$ cat src/rtl/seq_detect_param_pkg.sv
// Shared constants and width helper for the programmable serial pattern detector.
// Defaults describe the reset configuration: detect 0110 with overlap.
package seq_detect_pkg;

   localparam int PAT_W = 8;
   localparam int CNT_W = 16;

   function automatic int len_w(input int pat_w);
      return $clog2(pat_w + 1);
   endfunction

   localparam int LEN_W = $clog2(PAT_W + 1);

   localparam logic [PAT_W-1:0] RST_PAT = 8'b0000_0110;
   localparam int               RST_LEN = 4;
   localparam bit               RST_OVL = 1'b1;

endpackage

$ cat src/rtl/seq_detect_param_if.sv
// Serial data, configuration and result signals of the pattern detector.
// The master side drives bits and config; the slave side is the detector.
interface seq_detect_param_if #(
   parameter int PAT_W = seq_detect_pkg::PAT_W,
   parameter int CNT_W = seq_detect_pkg::CNT_W
);
   localparam int LEN_W = seq_detect_pkg::len_w(PAT_W);

   logic             en;
   logic             x;
   logic             cfg_load;
   logic [PAT_W-1:0] cfg_pat;
   logic [LEN_W-1:0] cfg_len;
   logic             cfg_ovl;
   logic             cnt_clr;
   logic             z;
   logic [CNT_W-1:0] match_count;
   logic             cnt_sat;

   modport master (
      output en, x, cfg_load, cfg_pat, cfg_len, cfg_ovl, cnt_clr,
      input  z, match_count, cnt_sat
   );

   modport slave (
      input  en, x, cfg_load, cfg_pat, cfg_len, cfg_ovl, cnt_clr,
      output z, match_count, cnt_sat
   );

endinterface

$ cat src/rtl/seq_detect_param_sat_counter.sv
// Saturating up-counter with synchronous clear and a registered all-ones flag.
// A clear coinciding with an increment leaves the count at 1.
module sat_counter #(
   parameter int W = 16
) (
   input  logic         clk,
   input  logic         reset,
   input  logic         inc,
   input  logic         clr,
   output logic [W-1:0] count,
   output logic         sat
);

   logic [W-1:0] count_n;

   always_comb begin
      count_n = count;
      if (clr) begin
         count_n = inc ? W'(1) : '0;
      end else if (inc && !(&count)) begin
         count_n = count + W'(1);
      end
   end

   // sat is derived from the next value so it lines up with count
   always_ff @(posedge clk or negedge reset) begin
      if (!reset) begin
         count <= '0;
         sat   <= 1'b0;
      end else begin
         count <= count_n;
         sat   <= &count_n;
      end
   end

endmodule

$ cat src/rtl/seq_detect_param.sv
// Runtime-programmable serial pattern detector with registered match pulse,
// overlap/non-overlap selection and a saturating match counter.
module seq_detect_param #(
   parameter int               PAT_W   = seq_detect_pkg::PAT_W,
   parameter int               CNT_W   = seq_detect_pkg::CNT_W,
   parameter logic [PAT_W-1:0] RST_PAT = PAT_W'(seq_detect_pkg::RST_PAT),
   parameter int               RST_LEN = seq_detect_pkg::RST_LEN,
   parameter bit               RST_OVL = seq_detect_pkg::RST_OVL
) (
   input logic               clk,
   input logic               reset,
   seq_detect_param_if.slave bus
);

   localparam int               LEN_W    = seq_detect_pkg::len_w(PAT_W);
   localparam logic [LEN_W-1:0] LEN_MAX  = LEN_W'(PAT_W);
   localparam logic [LEN_W-1:0] LEN_INIT = LEN_W'((RST_LEN > PAT_W) ? PAT_W : RST_LEN);

   logic [PAT_W-1:0] hist;
   logic [PAT_W-1:0] hist_n;
   logic [PAT_W-1:0] pat_q;
   logic [PAT_W-1:0] mask;
   logic [LEN_W-1:0] fill;
   logic [LEN_W-1:0] fill_n;
   logic [LEN_W-1:0] len_q;
   logic [LEN_W-1:0] len_ld;
   logic             ovl_q;
   logic             match;
   logic             z_q;

   always_comb begin
      hist_n = {hist[PAT_W-2:0], bus.x};
      fill_n = (fill == LEN_MAX) ? fill : fill + LEN_W'(1);
      mask   = '0;
      for (int i = 0; i < PAT_W; i++) begin
         mask[i] = (LEN_W'(i) < len_q);
      end
      // a zero length leaves the mask empty but is still excluded explicitly
      match  = bus.en && !bus.cfg_load && (len_q != '0) && (fill_n >= len_q) &&
               (((hist_n ^ pat_q) & mask) == '0);
      len_ld = (bus.cfg_len > LEN_MAX) ? LEN_MAX : bus.cfg_len;
   end

   always_ff @(posedge clk or negedge reset) begin
      if (!reset) begin
         hist  <= '0;
         fill  <= '0;
         z_q   <= 1'b0;
         pat_q <= RST_PAT;
         len_q <= LEN_INIT;
         ovl_q <= RST_OVL;
      end else if (bus.cfg_load) begin
         hist  <= '0;
         fill  <= '0;
         z_q   <= 1'b0;
         pat_q <= bus.cfg_pat;
         len_q <= len_ld;
         ovl_q <= bus.cfg_ovl;
      end else begin
         z_q <= match;
         if (bus.en) begin
            hist <= hist_n;
            fill <= (match && !ovl_q) ? '0 : fill_n;
         end
      end
   end

   assign bus.z = z_q;

   sat_counter #(.W(CNT_W)) u_cnt (
      .clk   (clk),
      .reset (reset),
      .inc   (match),
      .clr   (bus.cnt_clr),
      .count (bus.match_count),
      .sat   (bus.cnt_sat)
   );

endmodule
$ cat src/flat_wrapper.sv
// flat-port wrapper written by rule: the top's interface ports become plain ports
module seq_detect_param_flat 
#(
   parameter int               PAT_W   = seq_detect_pkg::PAT_W,
   parameter int               CNT_W   = seq_detect_pkg::CNT_W,
   parameter logic [PAT_W-1:0] RST_PAT = PAT_W'(seq_detect_pkg::RST_PAT),
   parameter int               RST_LEN = seq_detect_pkg::RST_LEN,
   parameter bit               RST_OVL = seq_detect_pkg::RST_OVL
)
  (clk, reset, bus_en, bus_x, bus_cfg_load, bus_cfg_pat, bus_cfg_len, bus_cfg_ovl, bus_cnt_clr, bus_z, bus_match_count, bus_cnt_sat);
  seq_detect_param_if #(.PAT_W(PAT_W), .CNT_W(CNT_W)) bus_i ();
  input logic clk;
  input logic reset;
  input wire logic [$bits(bus_i.en)-1:0] bus_en;
  input wire logic [$bits(bus_i.x)-1:0] bus_x;
  input wire logic [$bits(bus_i.cfg_load)-1:0] bus_cfg_load;
  input wire logic [$bits(bus_i.cfg_pat)-1:0] bus_cfg_pat;
  input wire logic [$bits(bus_i.cfg_len)-1:0] bus_cfg_len;
  input wire logic [$bits(bus_i.cfg_ovl)-1:0] bus_cfg_ovl;
  input wire logic [$bits(bus_i.cnt_clr)-1:0] bus_cnt_clr;
  output wire logic [$bits(bus_i.z)-1:0] bus_z;
  output wire logic [$bits(bus_i.match_count)-1:0] bus_match_count;
  output wire logic [$bits(bus_i.cnt_sat)-1:0] bus_cnt_sat;
  assign bus_i.en = bus_en;
  assign bus_i.x = bus_x;
  assign bus_i.cfg_load = bus_cfg_load;
  assign bus_i.cfg_pat = bus_cfg_pat;
  assign bus_i.cfg_len = bus_cfg_len;
  assign bus_i.cfg_ovl = bus_cfg_ovl;
  assign bus_i.cnt_clr = bus_cnt_clr;
  assign bus_z = bus_i.z;
  assign bus_match_count = bus_i.match_count;
  assign bus_cnt_sat = bus_i.cnt_sat;
  seq_detect_param #(.PAT_W(PAT_W), .CNT_W(CNT_W), .RST_PAT(RST_PAT), .RST_LEN(RST_LEN), .RST_OVL(RST_OVL)) u_core (.clk(clk), .reset(reset), .bus(bus_i));
endmodule
$ cat config.mk
export PLATFORM = sky130hd
export DESIGN_NAME = seq_detect_param_flat
export DESIGN_NICKNAME = d
export VERILOG_FILES = /design/src/rtl/seq_detect_param_pkg.sv /design/src/rtl/seq_detect_param_if.sv /design/src/rtl/seq_detect_param_sat_counter.sv /design/src/rtl/seq_detect_param.sv /design/src/flat_wrapper.sv
export SDC_FILE = /design/constraint.sdc
export NUM_CORES = 1
export LEC_CHECK = 0
export BUFFER_PORTS_ARGS = -buffer_cell sky130_fd_sc_hd__buf_2
export CORE_UTILIZATION = 56
export DETAILED_ROUTE_END_ITERATION = 12
export GPL_TIMING_DRIVEN = 0
export PLACE_DENSITY = 0.88
export SLEW_MARGIN = 15
export SYNTH_ARGS = -nofsm -noshare
export SYNTH_HDL_FRONTEND = slang
export SYNTH_SLANG_ARGS = --single-unit
$ cat constraint.sdc
create_clock -name clk -period 3.5 [get_ports clk]
set_input_delay 0.7 -clock clk [delete_from_list [all_inputs] [get_ports clk]]
set_output_delay 0.7 -clock clk [all_outputs]
set_load 0.005 [all_outputs]
### After elaboration in Yosys (flattened, before gate mapping)

Index checks and enable logic that the tools add are counted.

* register bits after elaboration: 42
* bits of input ports: 19
* logic and storage cells: 48

* add/subtract/negate cells: 2
* equal/unequal tests: 1
* magnitude comparators: 10
* muxes and demuxes: 11
* bitwise gates (word level): 2
* reductions and logical operators: 14

Operator list (number)
* 16-bit 2-to-1 mux: 2
* 16-bit AND reduction: 2
* 4-bit 2-to-1 mux: 5
* 16-bit by 1-bit adder with 16-bit output (second input constant): 1
* 3-bit by 4-bit < comparator with 1-bit output (first input constant): 4
* 7-bit 2-to-1 mux: 2
* 8-bit AND: 1
* 8-bit logical NOT: 1
* 1-bit by 4-bit < comparator with 1-bit output (first input constant): 2
* 2-bit by 4-bit < comparator with 1-bit output (first input constant): 2
* 8-bit XOR: 1
* 1-bit logical AND: 6
* 4-bit by 1-bit adder with 4-bit output (second input constant): 1
* 4-bit == test (second input constant): 1
* 4-bit >= comparator: 1
* 4-bit > comparator (second input constant): 1
* 4-bit nonzero test: 1
* 1-bit logical NOT: 3
* 1-bit 2-to-1 mux: 2
* 2-bit nonzero test: 1

### Longest topological paths before layout

* depth in word-level cells: 9
* mapped depth: 15

### Hierarchy

Synthesis repeated with hierarchy kept, for this count alone.

* cell total of the unflattened synthesis: 239
* area total of the unflattened synthesis: 2443.6 um^2

By module, submodules not included
* seq_detect_param: area each 1366.3 um^2, times used 1, cells each 125, seq. area each 630.6 um^2
* sat_counter: area each 1077.3 um^2, times used 1, cells each 114, seq. area each 425.4 um^2

### Least setup slack after synthesis

OpenSTA, ideal clock, no wires.

* path type: register to register
* start point: register u_core.fill[0]
* end point: register u_core.u_cnt.sat
* library setup time: 132 ps
* cell stages (with the launch flop): 15
* path buffers: 1
* data arrival time: 2637 ps
* slack: 730 ps
* cells stage by stage: dfrtp_1 inv_1 ha_1 nand2_1 nor2_1 xnor2_1 ha_1 nand2b_1 a2111oi_2 nor4_4 and3_1 buf_4 and4b_1 a211oi_1 nor4b_2

* cells in the longest elaborated chain, start to end: 9
* elaborated cells between the ends (all ways): 11
* those cells by class: 1 x add/sub; 1 x order compare; 1 x eq/ne; 4 x mux; 4 x reduce/logical

Ends and longest elaborated chain
* from (decl): RTL line seq_detect_param.sv:23 `logic [LEN_W-1:0] fill;`
* from (signal assigned): RTL line seq_detect_param.sv:63 `fill <= (match && !ovl_q) ? '0 : fill_n;`
* 4-bit by 1-bit adder with 4-bit output or 4-bit == test (tied branches): RTL line seq_detect_param.sv:33 `fill_n = (fill == LEN_MAX) ? fill : fill + LEN_W'(1);`
* 4-bit 2-to-1 mux (*): RTL line seq_detect_param.sv:33
* 4-bit >= comparator (*): RTL line seq_detect_param.sv:39 `match = bus.en && !bus.cfg_load && (len_q != '0) && (fill_n >= len_q) &&`
* 1-bit logical AND (*) (2 in series): RTL line seq_detect_param.sv:39
* 1-bit logical AND: RTL line seq_detect_param_sat_counter.sv:20 `end else if (inc && !(&count)) begin`
* 16-bit 2-to-1 mux: RTL line seq_detect_param_sat_counter.sv:20
* 16-bit 2-to-1 mux (*): RTL line seq_detect_param_sat_counter.sv:18 `if (clr) begin`
* 16-bit AND reduction (*): RTL line seq_detect_param_sat_counter.sv:32 `sat <= &count_n;`
* to (signal assigned): RTL line seq_detect_param_sat_counter.sv:32
* to (decl): RTL line seq_detect_param_sat_counter.sv:11 `output logic sat`

Every way passes the cells marked *; elsewhere a longest branch is shown, timed or not.
A chain may end at the register's enable or synchronous reset.

### Final worst setup path

* start point: register u_core.fill[0]
* end point: register u_core.u_cnt.count[11]

* cells in the longest elaborated chain, start to end: 8
* elaborated cells between the ends (all ways): 9
* those cells by class: 1 x add/sub; 1 x order compare; 1 x eq/ne; 3 x mux; 3 x reduce/logical

Ends and longest elaborated chain
* 4-bit by 1-bit adder with 4-bit output or 4-bit == test (tied branches): RTL line seq_detect_param.sv:33
* 4-bit 2-to-1 mux (*): RTL line seq_detect_param.sv:33
* 4-bit >= comparator (*): RTL line seq_detect_param.sv:39
* 1-bit logical AND (*) (2 in series): RTL line seq_detect_param.sv:39
* 1-bit logical AND (*): RTL line seq_detect_param_sat_counter.sv:20
* 16-bit 2-to-1 mux (*): RTL line seq_detect_param_sat_counter.sv:20
* 16-bit 2-to-1 mux (*): RTL line seq_detect_param_sat_counter.sv:18
* named net u_core.u_cnt.count_n[11]: RTL line seq_detect_param_sat_counter.sv:14 `logic [W-1:0] count_n;`
* to (signal assigned): RTL line seq_detect_param_sat_counter.sv:31 `count <= count_n;`
* to (decl): RTL line seq_detect_param_sat_counter.sv:10 `output logic [W-1:0] count,`

The timed path passes the listed nets; every way through them passes the cells marked *.

==> reports/metrics.yaml <==
synth_top_area_cell: "dfrtp_1"
final-max-slew-violation-count: 0
fin_crit_ns: 3.13
cp_slowest_cell: "a2111oi_2"
diodes: 0
place_area_um2: 2570
gp_congestion: 0.866
die_w_um: 66.7
worstSetupPathType: "reg2reg"
crit_chain: "inv_1 > ha_1 > nand2_1 > nor2_1 > xnor2_1 > ha_1 > nand2b_1 > a2111oi_2 > nor4_4 > and3_1 > buf_4 > buf_4 > nand4_1 > xor2_1 > nor2_1"
synth-edff-count: 0
dieArea_um2: 4440
hold_path.class: "in2async"
fillCellCount: 324
regArea_um2: 1060
endpoint_kind: "flip-flop"
fin_crit_sh: 0.893
cp_top_family: "simple AND/OR/NAND/NOR gates"
r2r-start: "u_core.fill[0]"
synth_adder_area_share: 0.0374
dr.pass1.iters: 4
setup_viol: 0
ys.flop_type: "dfrtp_1"
status: "complete, no violations"
die_h_um: 66.7
coreArea_um2: 4000
cp.required_ns: 3.67
drt-total-wl_um: 4650
cts.clk_slew.worst_paths_ns: 0.08
ant_nets: 0
final_common_cell: "dfrtp_1"
synth_compound_area_frac: 0.0956
peakVddDrop_mv: 0.284
synth.distinct_cells: 55
power.total_mw: 0.957
io_buffers: 33
max-cap-violations: 0
grt_use_total: 0.236
synthCells: 230
p_per_area_nw_per_um2: 359
io_pins: 37
tightest_slew_ns: 0.913
synth-xor-area-share: 0.0823
fin_ws_ns: 0.375
rows: 23
grt_setup_unrepaired: "no"
vias: 1835
fin_skew_ns: 0.00424
power_leakage_nw: 1.24
drc: 0
layout-drive-gt1-share: 0.232
initial_utilization: 0.586
drtIter0Drc: 105
syn_to_final_growth_pct: 13.6
antenna_found_initial: 0
cts_inserted_buffers: 5
layout_common_cells: "dfrtp_1 (38), buf_2 (33), nor2_1 (28), nand2_1 (16), xor2_1 (12)"
syn_nets: 256
max_freq_ghz: 0.320
grt_overflow_total: 0
synth-simple-area-share: 0.215
grt_max_degree: 43
clockBufferDepth: 2
synth.avg_cell_area_um2: 10.2
clock_sinks: 42
cpPeakStageDelay_ns: 0.53
cts_max_level: 2
yosysWarnings: 0
whs_ns: 0.529
tns_ns: 0
holdBufCountCts: 0
yosysSeqAreaShare: 0.451
critPathBufInv: 3
via_per_inst: 5.72
hold_viol_final: 0
synth_top_family_by_area: "simple AND/OR/NAND/NOR gates"
fin_area_um2: 2660
arrival_ns: 3.30
layout.nets: 296
wl_per_cell_um: 14.5
netlist_area_um2: 2340
cp_max_fo: 10
post_cts_buffers: 0
grt_pass1_wl_um: 7670
cts_resized: 0
clk_latency_ns: 0.30
ys_ff_latch: 42
critPathLaunchType: "flip-flop"
pre_cts_ws_ns: 0.380
muxShareOfSynthArea: 0.0817
hpwl_um: 3410
cts_tree: "done"
r2r-end: "u_core.u_cnt.count[11]"
cts-root-buf: "clkbuf_8"
r2r_slack_ns: 0.37
synth_area_leaders: "dfrtp_1 (41%), dfstp_2 (4.5%), nor2_1 (4.5%)"
multi_input_area_um2: 1200
grt_pass1_vias: 1732
relSlewSlack: 0.392
synth_async_sr_flop_share: 1.00
synth_top_cell_area_share: 0.406
r2r.worst_path.cells: 15
[sequential cells by signal, indices dropped and copies added (netlist names)]
signal / count
u_core.bus.z: 1
u_core.fill: 4
u_core.hist: 7
u_core.u_cnt.count: 16
u_core.len_q: 4
u_core.pat_q: 8
u_core.ovl_q: 1
u_core.u_cnt.sat: 1
[synthesized netlist by cell type, types with 4 or more instances]
master / count
xnor2_1: 10
clkbuf_1: 5
o21ai_0: 6
and3_1: 4
nor2_1: 28
nand3_1: 8
nand4_1: 7
mux2i_1: 9
xor2_1: 12
nand2_1: 16
inv_1: 9
dfstp_2: 4
mux2_2: 9
dfrtp_1: 38
ha_1: 7
[report_power, final]
part	total [mW]	internal, mW	leakage [nW]	switching, mW
logic	0.108	0.0500	0.637	0.0584
registers	0.524	0.506	0.553	0.0173
clock network	0.325	0.159	0.0482	0.165
[layout make-up]
type                       count  area share
buffer                        10      0.0183
clock buffer                   7      0.0324
clock inverter                 1     0.00188
inverter                      10      0.0141
multi-input combinational    168       0.451
sequential                    42       0.397
tap                           50      0.0235
timing repair buffer          33      0.0621
[metal layers]
metal  up-vias  part of all wire  track usage
met1       898              0.42        0.279
li1        893                 -            -
met4         0             0.015        0.101
met3         5             0.044       0.0616
met5         -                 0            0
met2        39              0.52        0.400
[cells by family after synthesis]
family | after synthesis
xor+xnor | 22
flops | 42
mux | 18
compound gates | 30
simple gates | 91
buf+inv | 20
fa+ha+maj | 7
[worst max-delay path by stage]
stage	startpoint	endpoint	cells after the start
2_1_floorplan	u_core.fill[0]	u_core.u_cnt.sat	14
3_3_place_gp	u_core.fill[0]	u_core.u_cnt.sat	14
3_5_place_dp	u_core.fill[0]	u_core.u_cnt.sat	14
4_1_cts	u_core.fill[0]	u_core.u_cnt.count[11]	15
5_1_grt	u_core.fill[0]	u_core.u_cnt.count[11]	15
6_report	u_core.fill[0]	u_core.u_cnt.count[11]	15
[worst reg2reg max path: cells and delay by family (launching register included)]
kind                       cells  cell delay (ns)
AOI/OAI and AO/OA              1             0.53
xor gates and xnor gates       2             0.40
adders and majority gates      2             0.47
buffers and inverters          3             0.41
DFF                            1             0.41
and+or+nand+nor                7             0.77
[stage by stage]
stage | util | cells
after floorplan | - | 230
after global placement | 0.642 | 313
after global routing | 0.665 | 321
after CTS | 0.665 | 321
final | 0.665 | 321
after detailed placement | 0.642 | 313
No activity file was read; power rests on OpenSTA's default activity.
